$ cat src/rtl/voice_allocator.sv
// voice_allocator: polyphonic voice allocator between the MIDI decoder and the
// synthesis pipelines. Channel-filtered note-on/note-off/all-notes-off events
// are assigned to VOICE_COUNT slots. When no slot is free, the oldest voice is
// stolen.
//
// Optional feature macro: SUSTAIN_PEDAL_EN (CC64 per-channel sustain with
// per-voice held bits). When it is undefined, CC64 is ignored.
//
// Handshake: a message is taken on a clock edge where msg_valid && msg_ready.
// msg_ready is high only in IDLE. A msg_valid seen while msg_ready is low is
// dropped, not queued. Each accepted message walks IDLE -> SEARCH -> COMMIT.
module voice_allocator #(
  parameter int          VOICE_COUNT  = 8,
  parameter logic [15:0] CHANNEL_MASK = 16'hFFFF,
  localparam int         RANK_WIDTH   = $clog2(VOICE_COUNT),
  localparam int         COUNT_WIDTH  = $clog2(VOICE_COUNT + 1)
) (
  input  logic                          clock_50_000_000,
  input  logic                          reset,
  input  logic [7:0]                    msg_status,
  input  logic [7:0]                    msg_data1,
  input  logic [7:0]                    msg_data2,
  input  logic                          msg_valid,
  output logic                          msg_ready,
  output logic [VOICE_COUNT-1:0][6:0]   voice_note,
  output logic [VOICE_COUNT-1:0][6:0]   voice_velocity,
  output logic [VOICE_COUNT-1:0]        voice_gate,
  output logic [VOICE_COUNT-1:0]        voice_update,
  output logic                          voice_stolen,
  output logic [COUNT_WIDTH-1:0]        active_count
);

  typedef enum logic [1:0] {IDLE, SEARCH, COMMIT} state_t;

  state_t state, state_next;

  // Latched message
  logic [3:0] lat_type, lat_chan;
  logic [7:0] lat_d1, lat_d2;

  // Per-voice bookkeeping not visible on the ports
  logic [VOICE_COUNT-1:0][3:0]            voice_chan;
  logic [VOICE_COUNT-1:0][RANK_WIDTH-1:0] rank;

  // SEARCH results
  logic [VOICE_COUNT-1:0] match_vec, free_vec, match_c;
  logic [RANK_WIDTH-1:0]  oldest, oldest_c;

  // COMMIT next values
  logic [VOICE_COUNT-1:0][6:0]            note_n, vel_n;
  logic [VOICE_COUNT-1:0][3:0]            chan_n;
  logic [VOICE_COUNT-1:0][RANK_WIDTH-1:0] rank_n;
  logic [VOICE_COUNT-1:0]                 gate_n, upd_n;
  logic                                   stolen_n, steal;
  logic [RANK_WIDTH-1:0]                  tgt;
  logic [COUNT_WIDTH-1:0]                 count_n;

  logic chan_ok, is_on, is_off, is_anf;

`ifdef SUSTAIN_PEDAL_EN
  logic [15:0]            sustain, sustain_n;
  logic [VOICE_COUNT-1:0] held, held_n;
  logic                   is_sus;
  assign is_sus = (lat_type == 4'hB) && (lat_d1 == 8'd64);
`endif

  assign chan_ok = CHANNEL_MASK[lat_chan];
  assign is_on   = (lat_type == 4'h9) && (lat_d2 != 8'd0);
  assign is_off  = (lat_type == 4'h8) || ((lat_type == 4'h9) && (lat_d2 == 8'd0));
  assign is_anf  = (lat_type == 4'hB) && (lat_d1 == 8'd123);

  // FSM state register
  always_ff @(posedge clock_50_000_000 or posedge reset) begin
    if (reset) state <= IDLE;
    else       state <= state_next;
  end

  // FSM next state and ready
  always_comb begin
    state_next = state;
    msg_ready  = 1'b0;
    case (state)
      IDLE: begin
        msg_ready = 1'b1;
        if (msg_valid) state_next = SEARCH;
      end
      SEARCH:  state_next = COMMIT;
      COMMIT:  state_next = IDLE;
      default: state_next = IDLE;
    endcase
  end

  // Capture the message on acceptance
  always_ff @(posedge clock_50_000_000 or posedge reset) begin
    if (reset) begin
      lat_type <= '0;
      lat_chan <= '0;
      lat_d1   <= '0;
      lat_d2   <= '0;
    end else if (state == IDLE && msg_valid) begin
      lat_type <= msg_status[7:4];
      lat_chan <= msg_status[3:0];
      lat_d1   <= msg_data1;
      lat_d2   <= msg_data2;
    end
  end

  // Match vector and oldest voice from the current voice state
  always_comb begin
    match_c  = '0;
    oldest_c = '0;
    for (int v = 0; v < VOICE_COUNT; v++) begin
      match_c[v] = voice_gate[v] && (voice_chan[v] == lat_chan) &&
                   (voice_note[v] == lat_d1[6:0]);
      if (rank[v] == RANK_WIDTH'(VOICE_COUNT - 1)) oldest_c = RANK_WIDTH'(v);
    end
  end

  // Register SEARCH results
  always_ff @(posedge clock_50_000_000 or posedge reset) begin
    if (reset) begin
      match_vec <= '0;
      free_vec  <= '0;
      oldest    <= '0;
    end else if (state == SEARCH) begin
      match_vec <= match_c;
      free_vec  <= ~voice_gate;
      oldest    <= oldest_c;
    end
  end

  // Note-on target: lowest match, else lowest free voice, else the oldest voice
  always_comb begin
    tgt   = oldest;
    steal = 1'b1;
    for (int v = VOICE_COUNT - 1; v >= 0; v--) begin
      if (free_vec[v]) begin
        tgt   = RANK_WIDTH'(v);
        steal = 1'b0;
      end
    end
    for (int v = VOICE_COUNT - 1; v >= 0; v--) begin
      if (match_vec[v]) begin
        tgt   = RANK_WIDTH'(v);
        steal = 1'b0;
      end
    end
  end

  // Next voice state applied in COMMIT
  always_comb begin
    note_n   = voice_note;
    vel_n    = voice_velocity;
    gate_n   = voice_gate;
    chan_n   = voice_chan;
    rank_n   = rank;
    upd_n    = '0;
    stolen_n = 1'b0;
`ifdef SUSTAIN_PEDAL_EN
    held_n    = held;
    sustain_n = sustain;
`endif
    if (chan_ok) begin
      if (is_on) begin
        note_n[tgt] = lat_d1[6:0];
        vel_n[tgt]  = lat_d2[6:0];
        gate_n[tgt] = 1'b1;
        chan_n[tgt] = lat_chan;
        upd_n[tgt]  = 1'b1;
        stolen_n    = steal;
        // Voices younger than the target age by one; the target becomes youngest
        for (int v = 0; v < VOICE_COUNT; v++) begin
          if (rank[v] < rank[tgt]) rank_n[v] = rank[v] + RANK_WIDTH'(1);
        end
        rank_n[tgt] = '0;
`ifdef SUSTAIN_PEDAL_EN
        held_n[tgt] = 1'b0;
`endif
      end else if (is_off) begin
`ifdef SUSTAIN_PEDAL_EN
        if (sustain[lat_chan]) begin
          held_n = held | match_vec;
        end else begin
          gate_n = voice_gate & ~match_vec;
          held_n = held & ~match_vec;
          upd_n  = match_vec;
        end
`else
        gate_n = voice_gate & ~match_vec;
        upd_n  = match_vec;
`endif
      end else if (is_anf) begin
        for (int v = 0; v < VOICE_COUNT; v++) begin
          if (voice_gate[v] && voice_chan[v] == lat_chan) begin
            gate_n[v] = 1'b0;
            upd_n[v]  = 1'b1;
`ifdef SUSTAIN_PEDAL_EN
            held_n[v] = 1'b0;
`endif
          end
        end
      end
`ifdef SUSTAIN_PEDAL_EN
      else if (is_sus) begin
        sustain_n[lat_chan] = (lat_d2 >= 8'd64);
        if (lat_d2 < 8'd64) begin
          for (int v = 0; v < VOICE_COUNT; v++) begin
            if (held[v] && voice_chan[v] == lat_chan) begin
              gate_n[v] = 1'b0;
              held_n[v] = 1'b0;
              upd_n[v]  = 1'b1;
            end
          end
        end
      end
`endif
    end
  end

  // Popcount of the next gate vector
  always_comb begin
    count_n = '0;
    for (int v = 0; v < VOICE_COUNT; v++) count_n = count_n + COUNT_WIDTH'(gate_n[v]);
  end

  // Voice registers and one-cycle pulses
  always_ff @(posedge clock_50_000_000 or posedge reset) begin
    if (reset) begin
      voice_note     <= '0;
      voice_velocity <= '0;
      voice_gate     <= '0;
      voice_chan     <= '0;
      voice_update   <= '0;
      voice_stolen   <= 1'b0;
      active_count   <= '0;
      for (int v = 0; v < VOICE_COUNT; v++) rank[v] <= RANK_WIDTH'(v);
`ifdef SUSTAIN_PEDAL_EN
      held    <= '0;
      sustain <= '0;
`endif
    end else begin
      voice_update <= '0;
      voice_stolen <= 1'b0;
      if (state == COMMIT) begin
        voice_note     <= note_n;
        voice_velocity <= vel_n;
        voice_gate     <= gate_n;
        voice_chan     <= chan_n;
        rank           <= rank_n;
        voice_update   <= upd_n;
        voice_stolen   <= stolen_n;
        active_count   <= count_n;
`ifdef SUSTAIN_PEDAL_EN
        held    <= held_n;
        sustain <= sustain_n;
`endif
      end
    end
  end

endmodule

$ cat config.mk
export PLATFORM = sky130hd
export DESIGN_NAME = voice_allocator
export DESIGN_NICKNAME = d
export VERILOG_FILES = /design/src/rtl/voice_allocator.sv
export SDC_FILE = /design/constraint.sdc
export NUM_CORES = 1
export LEC_CHECK = 0
export BUFFER_PORTS_ARGS = -buffer_cell sky130_fd_sc_hd__buf_2
export CAP_MARGIN = 0
export CORE_MARGIN = 10
export CORE_UTILIZATION = 55
export CTS_CLUSTER_DIAMETER = 50
export DETAILED_ROUTE_END_ITERATION = 8
export GPL_TIMING_DRIVEN = 0
export PLACE_DENSITY = 0.77
export SLEW_MARGIN = 20
export SYNTH_ARGS = -nofsm -noshare
export SYNTH_HDL_FRONTEND = slang
export SYNTH_SLANG_ARGS = --single-unit
$ cat constraint.sdc
create_clock -name clock_50_000_000 -period 9.9 [get_ports clock_50_000_000]
set_clock_uncertainty 0.05 [all_clocks]
set_input_delay 1.98 -clock clock_50_000_000 [delete_from_list [all_inputs] [get_ports clock_50_000_000]]
set_output_delay 1.98 -clock clock_50_000_000 [all_outputs]
set_load 0.05 [all_outputs]
Word-level counts from Yosys, hierarchy flattened
Memories as Yosys holds them, arrays and structs flattened.
Index checks and enable logic that the tools add are counted.
Word-level totals
  register bits after elaboration: 234
  bits in latches: 0
  bits in writable memories: 0
  bits in read-only memories: 16
  input bits: 27
  output and inout bits: 134
  logic and storage cells: 241
  memories kept: 1
Operators by class
  $add $sub $neg: 15
  multipliers: 0
  div/mod/pow operators: 0
  order comparisons: 11
  eq/ne operators: 30
  shift-type cells: 0
  multiplexer cells: 108
  bitwise operators: 6
  reduce and logical (&&, ||, !) cells: 26
Memories
  (name not given): depth 16, width 1, rd ports 1, clocked after Yosys merged registers in 0, wr ports 0, RTL line 67  | assign chan_ok = CHANNEL_MASK[lat_chan];
Operators with widths (count)
  $mux W3: 48
  $bwmux W56: 2
  $mux W8: 9
  $eq A7 B7 Y1: 8
  $mux W1: 39
  $bwmux W32: 1
  $eq A4 B4 Y1: 8
  $add A3 B1 Y3 const B: 8
  $and A24 B24 Y24: 1
  $lt A3 B3 Y1: 8
  $not A24 Y24: 1
  $demux W7 S3: 1
  $eq A3 B3 Y1 const B: 7
  $logic_and A1 B1 Y1: 21
  $add A4 B1 Y4: 4
  $not A8 Y8: 2
  $demux W4 S3: 1
  $eq A4 B4 Y1 const B: 3
  $bmux W3 S3: 1
  $demux W3 S3: 1
  $and A8 B8 Y8: 1
  $eq A8 B7 Y1 const B: 1
  $logic_not A8 Y1: 1
  $or A8 B8 Y8: 1
  18 further kinds: 18

Logic depth before layout (Yosys ltp)
  word-level depth: 30
  mapped depth: 18
  mapped depth without buffers: 18

Worst setup path after synthesis
OpenSTA, ideal clock, no wires.
  path type: reg-to-reg
  start: reg lat_d2[2]
  end: reg active_count[2]
  setup time: 0.083 ns
  data arrival time: 4.310 ns
  data required time: 9.767 ns
  slack: 5.458 ns
  stages on the path, launching flop included: 18
  buffers on the path: 2
  path through: dfrtp_1 clkbuf_1 nor4_1 a21boi_0 nor3_1 clkbuf_1 a22oi_1 nor2b_1 fa_1 inv_1 fa_1 fa_1 inv_1 ha_1 inv_1 fa_1 xor2_1 o21ai_0
Between the ends
  word-level cells in the longest chain between the ends: 13
  elaborated cells on any way between the ends: 15
  classes of those cells: 7 x add/sub; 3 x mux; 5 x reduce/logical
Ends and longest elaborated chain
  start: declaration: RTL line 39  | logic [7:0] lat_d1, lat_d2;
  start signal: assignment: RTL line 104  | lat_d2 <= msg_data2;
  $logic_not A8 Y1: RTL line 69  | assign is_off = (lat_type == 4'h8) || ((lat_type == 4'h9) && (lat_d2 == 8'd0));
  $logic_and A1 B1 Y1: RTL line 69
  $logic_or A1 B1 Y1: RTL line 69
  $mux W8: RTL line 179  | end else if (is_off) begin
  $mux W8 (*): RTL line 164  | if (is_on) begin
  $mux W8 (*): RTL line 163  | if (chan_ok) begin
  via gate_n[1]: RTL line 53  | logic [VOICE_COUNT-1:0] gate_n, upd_n;
  $add A1 B1 Y2 (*): RTL line 223  | for (int v = 0; v < VOICE_COUNT; v++) count_n = count_n + COUNT_WIDTH'(gate_n[v]);
  $add A2 B1 Y3 (*): RTL line 223
  $add A3 B1 Y4 (*): RTL line 223
  $add A4 B1 Y4 (*) (4 in a row): RTL line 223
  end signal: assignment: RTL line 252  | active_count <= count_n;
  end: declaration: RTL line 30  | output logic [COUNT_WIDTH-1:0] active_count
The timed path passes the listed nets; every way through them passes the cells marked *.
A chain may end at the register's enable or synchronous reset.

Final worst setup path
Ends and elaborated chain as after synthesis.

==> impl_results.md <==
- Result of the run: completed
- Number of stages on the worst hold path: 2
- Worst setup margin: between 4 and 5 ns
- Tightest slew margin relative to the limit: 0.226
- CTS tree: built
- Path category of the worst min-delay check: reg -> reg
- Count of buffers inserted at the top-level ports: 160
- Post-Syn Area: 11,500 µm²
- Crit path max fanout: 10
- Drt total wl: ~33,000 µm
- CTS H-tree depth: 1
- Initial Utilization: 0.564
- Worst path most repeated cell: fa_1
- Die outline area: approximately 27,000 µm²
- Fraction of final layout cells with drive strength greater than 1: 0.350
- Post-synthesis cell type count: 59
- Cell family contributing the most delay on the critical path: adder cells
- Total of max-cap violations: 0
- Insertion delay to the later sink of the worst-skew pair: between 0.5 and 0.6 ns
- Cts bufs inserted: 28
- Post-Place Worst Slack: about 4.4 ns
- Register clock-pin slew on the reported worst setup and hold paths: about 0.07 ns
- LEAKAGE: ~7.0 nW
- Global placement routability congestion: 0.953
- Total power: 0.00354 W
- Hold path startpoint: active_count[0]
- Synthesis-to-finish area growth: 18.6%
- Reg2Reg Launch Point: lat_d2[2]
- Fill cell total of the finished layout: 1,502
- Post-Synthesis Net Count: 1,041
- Count of routing violations after the opening detailed-route iteration: 748
- Leading cell types in the layout, fill and taps excluded: dfrtp_1 (222), mux2_2 (170), buf_2 (166)
- Avg Vias per Cell: between 5 and 6
- Master of the slowest instance on the critical path: nor3_1
- Element type at the critical path start: register
- Clock tree buffer depth: 3
- Fraction of the cycle the final worst path needs: 0.574
- Net count, final: between 1,000 and 1,500
- Arrival time reported for the critical path endpoint: 6.11 ns
- Sink of the worst hold path: active_count[0]
- CTS hold repair buffers: 0
- Required time reported for the critical path endpoint: about 10 ns
- Shortest period the worst path allows: between 5 and 6 ns
- Most common cell after layout, fill and taps aside: dfrtp_1
- Ys Warns: 0
- Count of instances resized after the clock tree is built: 0
- Die width: 165 µm
- IR Drop Worst-Case VDD: 0.000156 V
- Total Routing Usage GR: 0.244
- Path type of the worst setup path: reg -> reg
- Worst Max-Slew Pin Slew: ~1.2 ns
- Power per Cell Area: about 260 nW/µm²
- Cell types with the largest area share after synthesis: dfrtp_1 (48%), mux2_2 (17%), xor2_1 (6.8%)
- Drt first pass iters: 5
- Synthesized instance count: between 900 and 1,000
- Via count of the first global-routing pass: a little under 9,000
- RSZ-0062 raised after global routing: false
- Clock tree root buffer cell: clkbuf_16
- Final setup violation count: 0
- EDFF count, synth: 0
- Count of buffer and inverter cells on the critical path: 5
- Detailed-route via count: ~8,600
- Register area share after synthesis: 0.511
- Hold violation total from the final report: 0
- Internal reg-to-reg setup slack: 4.22 ns
- Achievable Freq: between 150 and 200 MHz
- Post-synth top area cell: dfrtp_1
- Pin count of the biggest net entering global routing: 93
- TritonCTS sink count: 234
- Per-instance average area after synthesis: ~12 µm²
- Detailed placer's ending HPWL: between 20,000 and 25,000 µm
- Crit. End Element: register
- Per-cell routed wire length: 22.7 µm
- Crit-path cells: clkbuf_1 -> nor4_1 -> a21boi_0 -> nor3_1 -> clkbuf_1 -> a22oi_1 -> nor2b_1 -> fa_1 -> inv_1 -> fa_1 -> fa_1 -> inv_1 -> ha_1 -> inv_1 -> fa_1 -> xor2_1 -> o21ai_0
- Floorplan core area: approximately 20,000 µm²
- Post-route DRC violation count: 0
- Top cell type's share of synthesized area: 0.483
- # rows: between 50 and 60
- Top-Level Pins: ~160
- Number of antenna violations at the first check in global routing: 1
- Height of the die: approximately 160 µm
- Buffers inserted during post-CTS setup optimization: 0
- Cells on worst reg2reg path: 17
- Slowest Stage Delay on Critical Path: 0.81 ns
- First-pass GRT wire length: ~52,000 µm
- Synth async-reset ratio: 1.00
- Synthesis-stage register bit count: 234
- Total overflow reported by the global router: 0
- Endpoint of the worst-slack reg-to-reg timing path: active_count[2]
- Post-route antenna net violation count: 0
- Total count of max-transition violations in the final report: 0
- Flip-flop cell with the highest count after synthesis: dfrtp_1
-- worst max-delay path by stage --
stage / from / end / slack, ns / depth (start not counted)
2_1_floorplan: reset / active_count[0] / 1.47 / 1
3_3_place_gp: reset / lat_d1[0] / -1.09 / 2
3_5_place_dp: lat_d2[2] / active_count[2] / 4.44 / 17
4_1_cts: lat_d2[2] / active_count[2] / 4.32 / 17
5_1_grt: lat_d2[2] / active_count[2] / 3.98 / 17
6_report: lat_d2[2] / active_count[2] / 4.22 / 17
-- routing by layer --
layer  track usage  vias to the layer above  share of wire
met1         0.308                     4259           0.40
met2         0.393                      359           0.47
met3        0.0864                       58           0.10
met4        0.0648                        2          0.024
li1              -                     3899              -
met5             0                        -        0.00039
-- power breakdown --
group,internal (W),leakage [nW],switching (W)
sequential,0.00110,3.07,0.000121
combinational,0.000421,3.44,0.000880
clock,0.000581,0.455,0.000430
-- Yosys cell counts, drive strengths merged (5+ instances only) --
library cell and number:
nor2b 6, buf 13, ha 34, or3 7, xor2 89, a32oi 6
dfrtp 222, or4 7, nand3 20, o211ai 23, o21ai 37, nor3 17
nand4 11, a31oi 5, nor2 37, nor4b 5, o22ai 11, inv 15
a22oi 5, nor4 28, mux2 170, nand2 86, dfstp 12, clkbuf 44
o21a 6, a21oi 14
-- flip-flops by register name, summed over array words and instances (netlist names), 2 cells and up --
signal,count
voice_velocity,56
lat_d2,8
free_vec,8
lat_type,4
lat_d1,8
rank,24
voice_gate,8
oldest,3
voice_update,8
state,2
active_count,4
voice_chan,32
lat_chan,4
match_vec,8
voice_note,56
-- cell type report --
class                      count  area [µm²]  area share
clock buffer                  38         808      0.0593
multi-input combinational    670        5340       0.392
buffer                        57         221      0.0163
antenna                        1        2.50    0.000184
sequential                   234        5870       0.431
clock inverter                14         123     0.00900
timing repair buffer         162         856      0.0628
tap                          270         338      0.0248
inverter                      15        63.8     0.00468
-- worst register-to-register path, cell delays in order, from the launching register on --
cell      delay [ns]
dfrtp_1         0.37
clkbuf_1        0.23
nor4_1          0.43
a21boi_0        0.26
nor3_1          0.81
clkbuf_1        0.47
a22oi_1         0.23
nor2b_1         0.25
fa_1            0.54
inv_1           0.05
fa_1            0.46
fa_1            0.47
inv_1           0.08
ha_1            0.18
inv_1           0.07
fa_1            0.38
xor2_1          0.15
o21ai_0         0.15
-- stage by stage --
stage	std cells	hold WS, ns	TNS (ns)	utilization	instance area (µm²)
finish	1461	0.415	0	0.669	13600
global route	1460	0.434	0	0.669	13600
CTS	1460	0.424	0	0.669	13600
detailed placement	1408	0.409	0	0.623	12700
global placement	1406	0.408	-236.94	0.620	12600
floorplan	976	0.400	0	-	11500
-- cells by family after synthesis --
group,after synthesis,share of synthesized area
compound gates,136,0.0836
xor+xnor,89,0.0678
fa+ha+maj,38,0.0440
buf+inv,72,0.0242
flops,234,0.511
mux,172,0.168
simple gates,235,0.101
Power figures use the tool's default switching activity.
